## src/rtl/ascon_io_pkg.sv

```systemverilog
// Shared types and sizing helpers for the Ascon serial I/O front end.
// Beat counts are derived from stream lengths and lane width via calc_ni/calc_no.
package ascon_io_pkg;

  typedef enum logic [1:0] {
    IDLE   = 2'd0,
    LOAD   = 2'd1,
    LOADED = 2'd2,
    UNLOAD = 2'd3
  } io_state_t;

  localparam int BEAT_W  = 16;
  localparam int DIR_IN  = 0;
  localparam int DIR_OUT = 1;

  function automatic int ceil_div(input int num, input int den);
    return (num + den - 1) / den;
  endfunction

  function automatic int max_int(input int a, input int b);
    return (a > b) ? a : b;
  endfunction

  function automatic int calc_ni(input int k_len, input int l_len, input int y_len, input int w);
    return ceil_div(max_int(max_int(k_len, 128), max_int(l_len, y_len)), w);
  endfunction

  function automatic int calc_no(input int y_len, input int w);
    return ceil_div(max_int(y_len, 128), w);
  endfunction

endpackage

```

## src/rtl/ascon_lane_shifter.sv

```systemverilog
// One stream's W-bit lane shift register: assembles a LEN-bit value (DIR_IN) or emits one (DIR_OUT).
// Bit order follows ASCON_IO_LSB_FIRST_EN (defined: LSB first, undefined: MSB first).
module ascon_lane_shifter
  import ascon_io_pkg::*;
#(
  parameter int LEN = 40,
  parameter int W   = 1,
  parameter int DIR = DIR_IN
) (
  input  logic              clk,
  input  logic              rst,
  input  logic              load,
  input  logic [LEN-1:0]    value,
  input  logic              en,
  input  logic [BEAT_W-1:0] beat,
  input  logic [W-1:0]      lane_in,
  output logic [LEN-1:0]    data,
  output logic [W-1:0]      lane_out
);

  localparam int NB = ceil_div(LEN, W);
  // Lane bits actually carrying data on the stream's final beat.
  localparam int R  = LEN - (NB - 1) * W;

  logic [LEN-1:0]   data_r;
  logic [LEN-1:0]   full_s;
  logic [LEN-1:0]   part_s;
  logic [LEN+W-1:0] wide_s;
  logic [LEN+R-1:0] wide_part_s;
  logic             unused_s;

  assign data = data_r;

  generate
    if (DIR == DIR_IN) begin : g_in
`ifdef ASCON_IO_LSB_FIRST_EN
      assign wide_s      = {lane_in, data_r};
      assign wide_part_s = {lane_in[R-1:0], data_r};
      assign full_s      = wide_s[LEN+W-1:W];
      assign part_s      = wide_part_s[LEN+R-1:R];
`else
      assign wide_s      = {data_r, lane_in};
      assign wide_part_s = {data_r, lane_in[W-1 -: R]};
      assign full_s      = wide_s[LEN-1:0];
      assign part_s      = wide_part_s[LEN-1:0];
`endif
      assign lane_out = {W{1'b0}};
      assign unused_s = ^{wide_s, wide_part_s};

      // Capture accepted beats; beats past the stream end leave the value untouched.
      always_ff @(posedge clk) begin
        if (rst) begin
          data_r <= {LEN{1'b0}};
        end else if (load) begin
          data_r <= value;
        end else if (en && (beat < BEAT_W'(NB - 1))) begin
          data_r <= full_s;
        end else if (en && (beat == BEAT_W'(NB - 1))) begin
          data_r <= part_s;
        end else begin
          data_r <= data_r;
        end
      end
    end else begin : g_out
      // Zeros shift in behind the data, so partial and past-end beats read 0.
`ifdef ASCON_IO_LSB_FIRST_EN
      assign wide_s   = {{W{1'b0}}, data_r};
      assign lane_out = wide_s[W-1:0];
      assign full_s   = wide_s[LEN+W-1:W];
`else
      assign wide_s   = {data_r, {W{1'b0}}};
      assign lane_out = wide_s[LEN+W-1 -: W];
      assign full_s   = wide_s[LEN-1:0];
`endif
      assign part_s      = {LEN{1'b0}};
      assign wide_part_s = {(LEN+R){1'b0}};
      assign unused_s    = ^{wide_s, wide_part_s, part_s, lane_in};

      // Parallel capture, then advance one beat per accepted output.
      always_ff @(posedge clk) begin
        if (rst) begin
          data_r <= {LEN{1'b0}};
        end else if (load) begin
          data_r <= value;
        end else if (en && (beat < BEAT_W'(NB))) begin
          data_r <= full_s;
        end else begin
          data_r <= data_r;
        end
      end
    end
  endgenerate

endmodule

```

## src/rtl/ascon_serial_io.sv

```systemverilog
// Ascon serial I/O front end: four input lanes deserialised under in_valid/in_ready,
// ciphertext and tag serialised under out_valid/out_ready. Option: ASCON_IO_LSB_FIRST_EN.
module ascon_serial_io
  import ascon_io_pkg::*;
#(
  parameter int k = 128,
  parameter int l = 40,
  parameter int y = 40,
  parameter int W = 1
) (
  input  logic         clk,
  input  logic         rst,
  input  logic         load_start,
  input  logic         in_valid,
  output logic         in_ready,
  input  logic [W-1:0] key_in,
  input  logic [W-1:0] nonce_in,
  input  logic [W-1:0] ad_in,
  input  logic [W-1:0] pt_in,
  output logic [k-1:0] key,
  output logic [127:0] nonce,
  output logic [l-1:0] associated_data,
  output logic [y-1:0] plain_text,
  output logic         load_done,
  input  logic         unload_start,
  input  logic [y-1:0] ct_par,
  input  logic [127:0] tag_par,
  output logic [W-1:0] ct_out,
  output logic [W-1:0] tag_out,
  output logic         out_valid,
  input  logic         out_ready,
  output logic         unload_done
);

  localparam int NI = calc_ni(k, l, y, W);
  localparam int NO = calc_no(y, W);

  io_state_t         state_r;
  io_state_t         state_s;
  logic [BEAT_W-1:0] in_beat_r;
  logic [BEAT_W-1:0] out_beat_r;
  logic              start_load_s;
  logic              start_unload_s;
  logic              in_fire_s;
  logic              out_fire_s;

  logic [W-1:0]   unused_key_lane_s;
  logic [W-1:0]   unused_nonce_lane_s;
  logic [W-1:0]   unused_ad_lane_s;
  logic [W-1:0]   unused_pt_lane_s;
  logic [y-1:0]   unused_ct_data_s;
  logic [127:0]   unused_tag_data_s;

  // Next-state and handshake decode.
  always_comb begin
    state_s        = state_r;
    start_load_s   = 1'b0;
    start_unload_s = 1'b0;
    in_fire_s      = 1'b0;
    out_fire_s     = 1'b0;
    load_done      = 1'b0;
    unload_done    = 1'b0;
    case (state_r)
      IDLE, LOADED: begin
        if (load_start) begin
          state_s      = LOAD;
          start_load_s = 1'b1;
        end else if (unload_start) begin
          state_s        = UNLOAD;
          start_unload_s = 1'b1;
        end else begin
          state_s = state_r;
        end
      end
      LOAD: begin
        if (in_valid) begin
          in_fire_s = 1'b1;
          if (in_beat_r == BEAT_W'(NI - 1)) begin
            load_done = 1'b1;
            state_s   = LOADED;
          end else begin
            state_s = LOAD;
          end
        end else begin
          state_s = LOAD;
        end
      end
      UNLOAD: begin
        if (out_ready) begin
          out_fire_s = 1'b1;
          if (out_beat_r == BEAT_W'(NO - 1)) begin
            unload_done = 1'b1;
            state_s     = IDLE;
          end else begin
            state_s = UNLOAD;
          end
        end else begin
          state_s = UNLOAD;
        end
      end
      default: state_s = IDLE;
    endcase
  end

  assign in_ready  = (state_r == LOAD);
  assign out_valid = (state_r == UNLOAD);

  // FSM state register.
  always_ff @(posedge clk) begin
    if (rst) begin
      state_r <= IDLE;
    end else begin
      state_r <= state_s;
    end
  end

  // Beat counters restart on every new transfer and after its final beat.
  always_ff @(posedge clk) begin
    if (rst) begin
      in_beat_r  <= {BEAT_W{1'b0}};
      out_beat_r <= {BEAT_W{1'b0}};
    end else begin
      if (start_load_s || load_done) begin
        in_beat_r <= {BEAT_W{1'b0}};
      end else if (in_fire_s) begin
        in_beat_r <= in_beat_r + BEAT_W'(1);
      end else begin
        in_beat_r <= in_beat_r;
      end
      if (start_unload_s || unload_done) begin
        out_beat_r <= {BEAT_W{1'b0}};
      end else if (out_fire_s) begin
        out_beat_r <= out_beat_r + BEAT_W'(1);
      end else begin
        out_beat_r <= out_beat_r;
      end
    end
  end

  ascon_lane_shifter #(.LEN(k), .W(W), .DIR(DIR_IN)) u_key (
    .clk(clk), .rst(rst), .load(start_load_s), .value({k{1'b0}}), .en(in_fire_s),
    .beat(in_beat_r), .lane_in(key_in), .data(key), .lane_out(unused_key_lane_s)
  );

  ascon_lane_shifter #(.LEN(128), .W(W), .DIR(DIR_IN)) u_nonce (
    .clk(clk), .rst(rst), .load(start_load_s), .value({128{1'b0}}), .en(in_fire_s),
    .beat(in_beat_r), .lane_in(nonce_in), .data(nonce), .lane_out(unused_nonce_lane_s)
  );

  ascon_lane_shifter #(.LEN(l), .W(W), .DIR(DIR_IN)) u_ad (
    .clk(clk), .rst(rst), .load(start_load_s), .value({l{1'b0}}), .en(in_fire_s),
    .beat(in_beat_r), .lane_in(ad_in), .data(associated_data), .lane_out(unused_ad_lane_s)
  );

  ascon_lane_shifter #(.LEN(y), .W(W), .DIR(DIR_IN)) u_pt (
    .clk(clk), .rst(rst), .load(start_load_s), .value({y{1'b0}}), .en(in_fire_s),
    .beat(in_beat_r), .lane_in(pt_in), .data(plain_text), .lane_out(unused_pt_lane_s)
  );

  ascon_lane_shifter #(.LEN(y), .W(W), .DIR(DIR_OUT)) u_ct (
    .clk(clk), .rst(rst), .load(start_unload_s), .value(ct_par), .en(out_fire_s),
    .beat(out_beat_r), .lane_in({W{1'b0}}), .data(unused_ct_data_s), .lane_out(ct_out)
  );

  ascon_lane_shifter #(.LEN(128), .W(W), .DIR(DIR_OUT)) u_tag (
    .clk(clk), .rst(rst), .load(start_unload_s), .value(tag_par), .en(out_fire_s),
    .beat(out_beat_r), .lane_in({W{1'b0}}), .data(unused_tag_data_s), .lane_out(tag_out)
  );

endmodule
```

## config.mk

```make
export PLATFORM = sky130hd
export DESIGN_NAME = ascon_serial_io
export DESIGN_NICKNAME = d
export VERILOG_FILES = /design/src/rtl/ascon_io_pkg.sv /design/src/rtl/ascon_lane_shifter.sv /design/src/rtl/ascon_serial_io.sv
export SDC_FILE = /design/constraint.sdc
export NUM_CORES = 1
export LEC_CHECK = 0
export ABC_CLOCK_PERIOD_IN_PS = 2100
export BUFFER_PORTS_ARGS = -buffer_cell sky130_fd_sc_hd__buf_2
export CORE_AREA = 8 8 249 203
export CTS_CLUSTER_DIAMETER = 30
export CTS_CLUSTER_SIZE = 24
export DETAILED_ROUTE_END_ITERATION = 12
export DIE_AREA = 0 0 257 211
export PLACE_DENSITY = 0.77
export SLEW_MARGIN = 30
export SYNTH_ARGS = -nofsm -noshare
export SYNTH_HDL_FRONTEND = slang
export SYNTH_SLANG_ARGS = --single-unit
```

## constraint.sdc

```tcl
create_clock -name clk -period 2.1 [get_ports clk]
set_input_delay 0 -clock clk [delete_from_list [all_inputs] [get_ports clk]]
set_output_delay 0 -clock clk [all_outputs]
set_load 0.05 [all_outputs]
```

==> results.py <==
metrics = {
    "status": {
        "outcome": "finished with violations",
        "violations": "setup timing",
    },
    "cts": {
        "cts_tree": "yes",
        "cts_sinks": 538,
        "clockRootBuffer": "clkbuf_16",
        "clk_path_buf_depth": 3,
        "cts.clk_slew.worst_paths_ns": 0.05,
        "numCtsBuffers": 95,
        "clock_latency_ns": 0.62,
        "htreeDepth": 3,
    },
    "power_and_ir_drop": {
        "leakage_nw": 11.6,
        "cellPowerDensity_nw_per_um2": 953,
        "peakVddDrop_uv": 695,
    },
    "timing": {
        "fin_skew_ns": 0.0215,
        "tightest_slew_ns": 0.534,
        "fmax_mhz": 470,
        "finalWorstSetupSlack_ns": -0.0276,
        "drv_slew": 0,
        "setup_viol": 1,
        "rsz0062_at_grt": "yes",
        "period_needed_ns": 2.13,
        "relSlewSlack": 0.644,
        "min_period_over_period": 1.01,
        "hold_viol_final": 0,
    },
    "critical_path": {
        "cp_max_fo": 14,
        "cp_num_buf_inv": 1,
        "crit_family": "simple AND/OR/NAND/NOR gates",
        "crit_path_max_incr_delay_ns": 0.47,
        "reg2reg_slack_ns": -0.03,
        "cpMaxStageDelayCell": "a311oi_2",
        "crit_path_start_kind": "register",
        "cp_cell_sequence": "nor4_4, and4_4, buf_4, nand2_1, a311oi_2",
        "arrival_ns": 2.60,
        "path_class": "register to register",
        "crit_required_ns": 2.58,
        "worstSetupEndpointType": "register",
    },
    "die": {
        "dieArea_sq_um": 54200,
        "num_io_pins": 520,
        "core_sq_um": 46500,
        "die_h_um": 211,
        "die_w_um": 257,
        "rows": 71,
        "start_util": 0.446,
    },
    "drt": {
        "first_pass_iters": 8,
        "drt_wl_total_um": 72400,
        "antenna_left": 0,
        "avgRoutedWirePerCell_um": 18.2,
        "vias": 22000,
        "route.detailed.drc": 0,
        "drt_iter0_drc": 2640,
        "via_per_inst": 5.53,
    },
    "place": {
        "port_buffers": 519,
        "dpl_worst_slack_ns": 0.136,
        "gp_routability_congestion": 0.858,
        "hpwl_um": 41800,
    },
    "finish": {
        "fin_util": 0.638,
        "drive_above_1_share": 0.237,
        "area_growth_pct": 43.1,
        "nets": 3458,
    },
    "synthesis": {
        "yosysMostFrequentCell": "nand2_1",
        "yosys_warnings": 0,
        "synthFlopType": "dfxtp_1",
        "synth_area_leaders": "dfxtp_1 52%, nand2_1 14%, a21oi_1 8.5%, a311oi_1 7.0%, nor2_1 3.5%",
        "synth_nets": 2803,
        "yosysUniqueCellTypes": 39,
        "async_flop_share": 0,
        "syn_avg_cell_area_sq_um": 7.90,
        "synth_edf_count": 0,
        "synth-seq-area-share": 0.520,
        "postSynthCellCount": 2623,
        "synth_area_sq_um": 20700,
        "ys_seq_elements": 538,
        "synth_area_leader_cell": "dfxtp_1",
        "yosysTopAreaCellShare": 0.520,
        "yosys-top-cells-count": "783 x nand2_1, 538 x dfxtp_1, 350 x a21oi_1, 191 x nor2_1, 166 x a311oi_1",
    },
    "grt": {
        "grt_pass1_wl_um": 112000,
        "grtUsageTotal": 0.245,
        "overflow": 0,
        "grt_max_degree": 113,
        "antenna_found_initial": 2,
        "grt_pass1_vias": 20600,
    },
    "job": {
        "max_cap_viol_count": 0,
    },
    "min_path": {
        "hold_class": "primary input to register",
    },
}
-- report_power, final --
group	leakage, nW	switching, W	internal [W]	total [W]
combinational	5.66	0.000960	0.000731	0.00169
clock	1.63	0.00551	0.0105	0.0160
sequential	4.36	0.000128	0.0104	0.0106
-- metal layers --
layer | global-route usage | wire (um)
met5 | 0 | 0
met4 | 0.112 | 2740
met3 | 0.0641 | 6740
met2 | 0.400 | 34200
met1 | 0.303 | 28700
-- per-stage QoR --
stage | power [W] | hold slack, ns | TNS, ns | cell area (sq um) | cells
after floorplan | 0.0115 | 0.136 | 0 | 20700 | 2623
after global placement | 0.0120 | 0.242 | 0 | 24100 | 3598
after detailed placement | 0.0120 | 0.250 | 0 | 24100 | 3598
after CTS | 0.0282 | 0.132 | 0 | 29500 | 3968
after global routing | 0.0290 | 0.180 | -0.149 | 29600 | 3978
final | 0.0283 | 0.173 | -0.0276 | 29600 | 3979
-- cell usage in the layout (no fill, tap or decap), types with 3 or more instances in the layout --
cell type / synthesis / final
buf_12: 0 / 34
nand4_1: 12 / 12
inv_1: 4 / 3
clkbuf_1: 123 / 11
nor3_1: 6 / 3
buf_4: 5 / 48
buf_2: 103 / 516
clkbuf_16: 0 / 98
clkbuf_8: 0 / 11
xnor2_1: 9 / 9
clkinv_4: 0 / 6
dlygate4sd3_1: 0 / 189
clkinv_2: 0 / 9
o21ai_0: 127 / 127
clkinv_8: 0 / 3
and4_1: 7 / 5
a21oi_1: 350 / 350
nor4_1: 4 / 3
dfxtp_1: 538 / 535
nand2_1: 783 / 782
xor2_1: 11 / 11
bufinv_16: 0 / 13
o31ai_1: 4 / 4
or3_1: 6 / 6
nor2_1: 191 / 190
inv_6: 0 / 11
a311oi_1: 166 / 164
clkinvlp_4: 0 / 10
diode_2: 0 / 3
and2_1: 4 / 4
and3_1: 5 / 5
inv_8: 0 / 3
nand3_1: 132 / 132
or4_1: 4 / 4
-- logic make-up (layout without fill, tap and decap cells) --
| family | Yosys count | in the layout | synth area share |
|---|---|---|---|
| and+or+nand+nor | 1168 | 1168 | 0.230 |
| DFF | 538 | 538 | 0.520 |
| other | 0 | 3 | 0 |
| buffers and inverters | 242 | 975 | 0.0517 |
| adders and majority gates | 2 | 2 | 0.00121 |
| AOI/OAI and AO/OA | 653 | 653 | 0.189 |
| xor gates and xnor gates | 20 | 20 | 0.00846 |
-- cell type report --
class / count / area [sq um]
clock buffers: 118 / 2590
multi-input cells: 1843 / 8970
repair buffers: 796 / 5720
flip-flops and latches: 538 / 10800
inverters: 4 / 15.0
well taps: 620 / 776
fillers: 3503 / 16800
diodes: 3 / 7.51
clock inverters: 57 / 782
-- worst min-delay path: cells and delay by family --
family,cells,cell delay (ns)
AO/OA/AOI/OAI,1,0.05
buffers and inverters,2,0.65
AND/OR/NAND/NOR,1,0.05
-- sequential cells by signal (all words and copies together), names as in the netlist, 16 cells and up --
register and count:
u_key.data 128, u_nonce.data 128, u_tag.data 128, u_ad.data 40, u_ct.data 40, u_pt.data 40
in_beat_r 16, out_beat_r 16
-- timing repair --
| action | in CTS | in global routing |
|---|---|---|
| hold buffers | 189 | 0 |
| resized for setup | 9 | 15 |
| endpoints found under the hold margin | 185 | 0 |
| cloned | 2 | 2 |
| endpoints found under the setup margin | 2 | 183 |
| pin swaps | 2 | 5 |
| buffers inserted | 4 | 6 |
-- final timing paths --
kind,from,end,cells past startpoint
worst min-delay path,key_in,u_key.data[0],4
worst max-delay path,out_beat_r[11],u_tag.data[119],5
worst min register to register,u_key.data[127],u_key.data[127],2
worst max register to register,out_beat_r[11],u_tag.data[119],5
Power figures use the tool's default switching activity.
